===== src/rtl/rxn_timer_ctrl.sv =====
// rxn_timer_ctrl: reaction-timer controller with button sync, ms tick, random arm delay and saturating count
module rxn_timer_ctrl #(
  parameter int          TICK_DIV  = 100000,
  parameter int          MIN_DELAY = 1000,
  parameter int          MAX_COUNT = 9999,
  parameter logic [15:0] LFSR_SEED = 16'hACE1
) (
  input  logic        clk,
  input  logic        reset,
  input  logic        BTNC,
  input  logic        BTNL,
  output logic [15:0] value,
  output logic        blank,
  output logic        go_led,
  output logic        foul,
  output logic [2:0]  state
);
  localparam int          TW   = (TICK_DIV > 1) ? $clog2(TICK_DIV) : 1;
  localparam logic [15:0] MAXV = 16'(MAX_COUNT);
  localparam logic [15:0] MIND = 16'(MIN_DELAY);
  typedef enum logic [2:0] {
    S_IDLE  = 3'd0,
    S_ARMED = 3'd1,
    S_RUN   = 3'd2,
    S_DONE  = 3'd3,
    S_FOUL  = 3'd4
  } state_t;
  state_t        state_q, state_d;
  logic [1:0]    s1_q, s2_q, prev_q, prev_d, rdy_q, rdy_d, ev;
  logic [TW-1:0] tcnt_q, tcnt_d;
  logic [15:0]   lfsr_q, lfsr_d, delay_q, delay_d, value_q, value_d, value_inc, arm_delay;
  logic          tick, start_ev, stop_ev;
  // the edge detector stays blind until the synchronizers hold real samples, so a button held through reset never fires
  always_comb begin
    rdy_d  = (rdy_q == 2'd2) ? rdy_q : rdy_q + 2'd1;
    prev_d = (rdy_q == 2'd2) ? s2_q : 2'b11;
  end
  assign ev       = s2_q & ~prev_q;
  assign start_ev = ev[0];
  assign stop_ev  = ev[1];
  assign tick     = (tcnt_q == TW'(TICK_DIV - 1));
  assign tcnt_d   = tick ? '0 : tcnt_q + TW'(1);
  assign lfsr_d   = {lfsr_q[14:0], lfsr_q[15] ^ lfsr_q[13] ^ lfsr_q[12] ^ lfsr_q[10]};
  assign arm_delay = MIND + {5'd0, lfsr_q[10:0]};
  assign value_inc = value_q + 16'd1;
  always_comb begin
    state_d = state_q;
    value_d = value_q;
    delay_d = delay_q;
    case (state_q)
      S_IDLE, S_DONE, S_FOUL: begin
        if (start_ev) begin
          state_d = S_ARMED;
          delay_d = arm_delay;
          value_d = '0;
        end
      end
      S_ARMED: begin
        if (stop_ev) begin
          state_d = S_FOUL;
          value_d = '0;
        end else if (tick && delay_q <= 16'd1) begin
          state_d = S_RUN;
          value_d = '0;
          delay_d = '0;
        end else if (tick) begin
          delay_d = delay_q - 16'd1;
        end
      end
      S_RUN: begin
        if (stop_ev) begin
          state_d = S_DONE;
        end else if (tick) begin
          value_d = (value_inc >= MAXV) ? MAXV : value_inc;
          state_d = (value_inc >= MAXV) ? S_DONE : S_RUN;
        end
      end
      default: begin
        state_d = S_IDLE;
        value_d = '0;
      end
    endcase
  end
  always_ff @(posedge clk or posedge reset) begin
    if (reset) begin
      s1_q    <= '0;
      s2_q    <= '0;
      prev_q  <= 2'b11;
      rdy_q   <= '0;
      tcnt_q  <= '0;
      lfsr_q  <= LFSR_SEED;
      state_q <= S_IDLE;
      value_q <= '0;
      delay_q <= '0;
    end else begin
      s1_q    <= {BTNL, BTNC};
      s2_q    <= s1_q;
      prev_q  <= prev_d;
      rdy_q   <= rdy_d;
      tcnt_q  <= tcnt_d;
      lfsr_q  <= lfsr_d;
      state_q <= state_d;
      value_q <= value_d;
      delay_q <= delay_d;
    end
  end
  assign value  = value_q;
  assign blank  = (state_q == S_ARMED);
  assign go_led = (state_q == S_RUN);
  assign foul   = (state_q == S_FOUL);
  assign state  = state_q;
endmodule


===== config.mk =====
export PLATFORM = sky130hd
export DESIGN_NAME = rxn_timer_ctrl
export DESIGN_NICKNAME = d
export VERILOG_FILES = /design/src/rtl/rxn_timer_ctrl.sv
export SDC_FILE = /design/constraint.sdc
export NUM_CORES = 1
export LEC_CHECK = 0
export ABC_AREA = 1
export CORE_MARGIN = 5
export CORE_UTILIZATION = 45
export DETAILED_ROUTE_END_ITERATION = 12
export PLACE_DENSITY = 0.73
export SYNTH_ARGS = -nofsm -noshare
export SYNTH_HDL_FRONTEND = slang
export SYNTH_SLANG_ARGS = --single-unit

===== constraint.sdc =====
create_clock -name clk -period 5.5 [get_ports clk]
set_clock_uncertainty 0.15 [all_clocks]
set_input_delay 1.1 -clock clk [delete_from_list [all_inputs] [get_ports clk]]
set_output_delay 1.1 -clock clk [all_outputs]
set_load 0.01 [all_outputs]

# After elaboration in Yosys (flattened, before gate mapping)
# Index checks and enable logic that the tools add are counted.
totals:
  input_bits: 4
  mem_count: 0
  mem_bits_rw: 0
  output_inout_bits: 22
  romBits: 0
  wordCells: 62
  latch_bits: 0
  register_bits: 76
op_classes:
  n_shift: 0
  n_mul: 0
  order_cmp: 2
  n_eq_ne: 13
  mux: 21
  bitwise: 5
  div_mod_pow: 0
  addsub: 5
  n_reduce_logical: 7
ops:
  columns: ["cell", "count"]
  rows:
  - ["$mux W16", 10]
  - ["$pmux W16 S3", 1]
  - ["$pmux W16 S2", 1]
  - ["$add A17 B1 Y17 const B", 1]
  - ["$eq A17 B17 Y1 const B", 1]
  - ["$mux W17", 1]
  - ["$add A16 B1 Y16 const B", 1]
  - ["$ge A16 B14 Y1 const B", 1]
  - ["$le A16 B1 Y1 const B", 1]
  - ["$sub A16 B1 Y16 const B", 1]
  - ["$mux W3", 5]
  - ["$add A10 B11 Y12 const A", 1]
  - ["$ne A3 B1 Y1 const B", 3]
  - ["$pmux W3 S3", 1]
  - ["$reduce_and A4 Y1", 2]
  - ["$eq A3 B2 Y1 const B", 2]
  - ["$ne A2 B2 Y1 const B", 3]
  - ["$eq A3 B1 Y1 const B", 1]
  - ["$eq A3 B3 Y1 const B", 1]
  - ["$logic_not A3 Y1", 1]
  - ["$reduce_and A3 Y1", 1]
  - ["$reduce_or A3 Y1", 1]
  - ["$xor A1 B1 Y1", 3]
  - ["$add A2 B1 Y2 const B", 1]
  - ["other kinds (8)", 8]

# Depth between registers and ports, before layout
# Gate-level depths: netlist of run 1.
logic_depth:
  word_depth: 6
  ltp_mapped: 15
  ltp_nobuf: 15

# Least setup slack after synthesis of run 1
# OpenSTA, ideal clock, no wires.
synth_path:
  path_type: "reg-to-output"
  from: "reg state_q[1], in the netlist state[1]"
  to: "out go_led"
  path_stages_with_launch: 3
  arrival_ns: 0.905
  n_path_buf: 0
  setup_slack_ns: 3.345
  required_ns: 4.250
  path_cell_list: "dfrtp_1 inv_2 nor3_2"
synth_between:
  elab_chain_cells: 1
synth_rtl:
  columns: ["item", "line_no", "source"]
  rows:
  - ["from (decl)", "28", "state_t state_q, state_d;"]
  - ["from (signal assigned)", "102", "state_q <= state_d;"]
  - ["$eq A3 B2 Y1", "109", "assign go_led = (state_q == S_RUN);"]
  - ["to (decl)", "14", "output logic go_led,"]
# Every way passes these cells.

# Worst setup path after layout of run 1
# Same ends and word-level chain as after synthesis.

==> results of run 1 <==
## cell families after synthesis
family | synth area share, %
buffers and inverters | 8.09
adders and majority gates | 2.11
xor gates and xnor gates | 5.07
AOI/OAI and AO/OA | 8.69
and+or+nand+nor | 29.9
DFF | 46.2
## power breakdown
group / switching [mW] / internal [mW]
registers: 0.0407 / 0.612
logic: 0.397 / 0.191
clock network: 0.197 / 0.269
## registers in the layout, indices dropped and copies added, names as in the netlist
signal,cells
prev_q,2
tcnt_q,17
state,3
s1_q,2
delay_q,16
value,16
lfsr_q,16
s2_q,2
rdy_q,2
## Yosys cell counts, types with 2 or more instances
cell type and number:
xnor2_1 9, ha_1 7, a31oi_1 3, dfrtp_1 66
nor2_4 6, nand2_2 6, inv_1 69, nand3_2 2
nor3_2 2, nor3_1 9, a21oi_1 9, nor2_2 10
nor4_1 4, inv_2 9, dfstp_2 10, xor2_1 15
o21ai_1 16, nand4_1 11, nand3b_1 2, nor2_1 53
o22ai_1 4, nand3_1 29, buf_4 3, o21ai_2 2
nand2_1 130, o21ai_0 19, o211ai_2 2
## worst min-delay path by stage
stage,start,end,slack [ps],depth (start not counted)
floorplan,s1_q[0],s2_q[0],180,0
global placement,s1_q[1],s2_q[1],180,0
detailed placement,s1_q[1],s2_q[1],190,0
CTS,s1_q[1],s2_q[1],210,0
global route,s1_q[0],s2_q[0],230,0
finish,s1_q[1],s2_q[1],210,0
## per-stage QoR
step	setup slack (ps)	power [mW]	cell area [um2]	hold WS, ps
finish	2340	1.71	4720	207
global route	2260	1.83	4720	225
CTS	2320	1.72	4720	208
detailed placement	2680	1.24	4500	190
global placement	2700	1.23	4500	182
floorplan	2330	1.11	4150	181
## layer usage
layer / wire, um / vias up / track usage (%)
met2: 4260 / 56 / 28.2
met4: 68 / 0 / 4.07
li1: - / 1708 / -
met3: 358 / 7 / 3.64
met5: 0 / - / 0
met1: 4030 / 1609 / 21.3
## layout by cell type (no fill, tap or decap), types with 6 or more instances in the layout
master,Yosys,final
a21oi_1,9,9
clkbuf_8,0,10
clkdlybuf4s50_1,0,25
dfrtp_1,66,66
dfstp_2,10,10
ha_1,7,7
inv_1,69,68
inv_2,9,10
nand2_1,130,130
nand2_2,6,6
nand3_1,29,29
nand4_1,11,11
nor2_1,53,53
nor2_2,10,10
nor2_4,6,6
nor3_1,9,9
o21ai_0,19,19
o21ai_1,16,16
xnor2_1,9,9
xor2_1,15,15
## area by class of cell
type | count | area, um2 | area share [%]
timing repair buffer | 26 | 258 | 5.46
clock buffer | 12 | 145 | 3.08
tap | 111 | 139 | 2.94
multi-input combinational | 359 | 1900 | 40.2
sequential | 76 | 1910 | 40.6
inverter | 78 | 293 | 6.20
clock inverter | 4 | 73.8 | 1.56
==> out/metrics.cfg, run 1 <==
[logic_synthesis]
synth_top_area_share_pct = 39.8
syn_area_um2 = 4150
syn_inst = 519
syn-num-nets = 530
yosysTopAreaCell = dfrtp_1
syn_avg_cell_area_um2 = 7.99
ys_ff_latch = 76
ys_warn_count = 0
ys_top_cells_by_area = dfrtp_1 40%, nand2_1 12%, dfstp_2 6.3%, inv_1 6.2%, nor2_1 4.8%
synth_edf_count = 0
synth-async-reset-ratio_pct = 100
synth_seq_area_share_pct = 46.2
synth_top_flop_cell = dfrtp_1
synth_cell_type_count = 39

[critical_path]
cp-start-kind = flip-flop
crit_buf_inv = 2
crit_slowest_cell = clkdlybuf4s50_1
crit_path_start = state[1]
worstReg2RegEnd = delay_q[14]
critical_path.top_delay_family = buffers and inverters
worstReg2RegStart = tcnt_q[0]
r2r.worst_path.cells = 12
critPathMaxFanout = 6
path_depth = 3
path_cells = inv_2 -> nor3_2 -> clkdlybuf4s50_1
cp.required_ps = 4250
end_kind = output pin
rrSetupSlack_ps = 2940
endpoint = go_led
criticalPathCategory = reg -> out
cp.arrival_ps = 1910
cpPeakStageDelay_ps = 650

[placed_design]
dp_cells = 650
place.gp.congestion = 0.873
io_buffers = 25
dp_hpwl_um = 6350

[floorplanning]
initial_core_util_pct = 45.5
dieArea_um2 = 11200
coreArea_um2 = 9110
die_x_um = 106
std_cell_rows = 35
die_h_um = 106
io_pins = 26

[clock_network]
tritoncts = yes
cts.sinks = 76
clock-root-buffer = clkbuf_8
clockBufferDepth = 2
numCtsBuffers = 9
cts_resized = 0
cts_setup_buffers = 0
htreeDepth = 3
clk_pin_slew_worst_paths_ps = 80
holdBufCountCts = 0
clkLatencyLatePin_ps = 340

[cells_and_area]
syn2layout_area_growth_pct = 13.8
instances_no_fill = 666
fin_nets = 561
diodes = 0
drive_above_1_share_pct = 12.4
fillers = 880
utilization_pct = 51.8

[worst_hold_path]
hp-class = reg -> reg

[sta]
setup_violations = 0
fmax_ghz = 0.316
relSlewSlack_pct = 53.8
min_period_over_period_pct = 57.5
rsz0062_at_grt = false
tightest_slew_ps = 692
period_needed_ps = 3160
drv_slew = 0
fin_setup_tns_ps = 0
hold_viol_final = 0

[detailed_routing]
drt_pre_antenna_iters = 4
drt_wl_total_um = 8710
ant_nets = 0
via_per_inst = 5.08
drc_errors = 0
vias = 3380
dr.first_iter.drc_count = 108
wl_per_cell_um = 13.1

[grt]
grt_antenna_before_repair = 0
grtUsageTotal_pct = 16.5
grt_pass1_vias = 3363
grt_pass1_wl_um = 15200
grt-ovfl-total = 0
grt_max_degree = 46

[power_and_ir_drop]
leakagePower_nw = 2.25
power.density_nw_per_um2 = 362
vdd_drop_max_mv = 0.208

[flow_run]
cap_violations = 0

[run_status]
status = completed

Power figures use the tool's default switching activity.
==> run 2: changes to the inputs <==
Clock period 5.5 ns to 3.1 ns, I/O delays scaled along.
==> out/metrics.cfg, run 2 (same netlist as run 1, synthesis figures left out) <==
[run_status]
status = completed

[sta]
period_needed_ps = 2650
rsz0062_at_grt = false
setup_violations = 0
hold_viol_final = 0
fin_setup_tns_ps = 0
min_period_over_period_pct = 85.6
fmax_ghz = 0.377
drv_slew = 0
relSlewSlack_pct = 65.6
tightest_slew_ps = 514
fin_ws_ps = 447

[detailed_routing]
drc_errors = 0
via_per_inst = 5.17
ant_nets = 0
dr.first_iter.drc_count = 143
drt_wl_total_um = 8640
wl_per_cell_um = 12.9
vias = 3454
drt_pre_antenna_iters = 4

[clock_network]
tritoncts = yes
clock-root-buffer = clkbuf_8
cts_setup_buffers = 0
clkLatencyLatePin_ps = 350
cts_resized = 0
clk_pin_slew_worst_paths_ps = 80
htreeDepth = 3
clockBufferDepth = 2
numCtsBuffers = 9
cts.sinks = 76
holdBufCountCts = 0

[critical_path]
cp.required_ps = 2330
rrSetupSlack_ps = 610
crit_slowest_cell = clkdlybuf4s50_1
worstReg2RegEnd = delay_q[14]
criticalPathCategory = reg -> out
end_kind = output pin
path_cells = inv_2 -> nor3_2 -> clkdlybuf4s50_1
crit_buf_inv = 2
worstReg2RegStart = tcnt_q[0]
cp-start-kind = flip-flop
r2r.worst_path.cells = 12
cpPeakStageDelay_ps = 630
cp.arrival_ps = 1880
critPathMaxFanout = 6
critical_path.top_delay_family = buffers and inverters

[worst_hold_path]
holdPathEnd = s2_q[0]
hold_path_depth = 0
worstHoldStart = s1_q[0]
hp-class = reg -> reg

[placed_design]
dp_hpwl_um = 6280
placed_area_um2 = 4530
place_ws_ps = 653
place.gp.congestion = 0.877
io_buffers = 25

[cells_and_area]
largest_register_ffs = 17
diodes = 0
final_common_cell = nand2_1
syn2layout_area_growth_pct = 15.2
fin_nets = 563
top_register = tcnt_q
drive_above_1_share_pct = 13.1
fin_area_um2 = 4780
most-common-layout-cells = 130 x nand2_1, 68 x inv_1, 66 x dfrtp_1

[floorplanning]
die_x_um = 106
die_h_um = 106
initial_core_util_pct = 45.5
io_pins = 26
dieArea_um2 = 11200
std_cell_rows = 35
coreArea_um2 = 9110

[power_and_ir_drop]
power.density_nw_per_um2 = 655
leakagePower_nw = 2.28
vdd_drop_max_mv = 0.380

[grt]
grt-ovfl-total = 0
grtUsageTotal_pct = 16.2
grt_pass1_vias = 3239
grt_max_degree = 32
grt_pass1_wl_um = 14900
grt_antenna_before_repair = 0

[flow_run]
cap_violations = 0

run 2: changes by cell type in the layout (fill, tap and decap cells not counted), sizes merged:
cell and delta:
bufinv +1, buf +2, clkinvlp +1, clkbuf -2
run 2: how the worst max path moves through the flow:
stage | from | endpoint | cells after the start
finish | state[1] | go_led | 3
global route | state[1] | go_led | 3
CTS | state[1] | go_led | 3
detailed placement | tcnt_q[0] | delay_q[14] | 12
global placement | tcnt_q[0] | delay_q[14] | 12
floorplan | reset | delay_q[0] | 1
run 2: through the flow:
stage / util, % / cells / power [mW] / hold WS [ps]
2_1_floorplan: - / 519 / 1.97 / 181
3_3_place_gp: 49.7 / 652 / 2.18 / 185
3_5_place_dp: 49.7 / 652 / 2.21 / 189
4_1_cts: 52.4 / 668 / 3.14 / 206
5_1_grt: 52.4 / 668 / 3.33 / 223
6_report: 52.4 / 668 / 3.13 / 204
run 2: power breakdown:
part           internal [mW]  total, mW  switching (mW)
Sequential              1.09       1.15          0.0696
Clock                  0.557      0.928           0.371
Combinational          0.343       1.05           0.705
Total                   1.98       3.13            1.15
run 2: per-layer routing:
layer | track usage (%) | vias up | routed length (um) | part of all wire, %
met5 | 0 | - | 0 | 0
met3 | 3.95 | 16 | 403 | 4.7
met2 | 27.3 | 86 | 4110 | 48
li1 | - | 1714 | - | -
met1 | 20.4 | 1638 | 4000 | 46
met4 | 5.37 | 0 | 132 | 1.5
run 2: area by class of cell:
cell class,count,area (um2)
well taps,111,139
multi-input cells,359,1900
clock inverters,6,111
repair buffers,28,285
inverters,78,293
clock buffers,10,138
flip-flops and latches,76,1910
fillers,831,4330
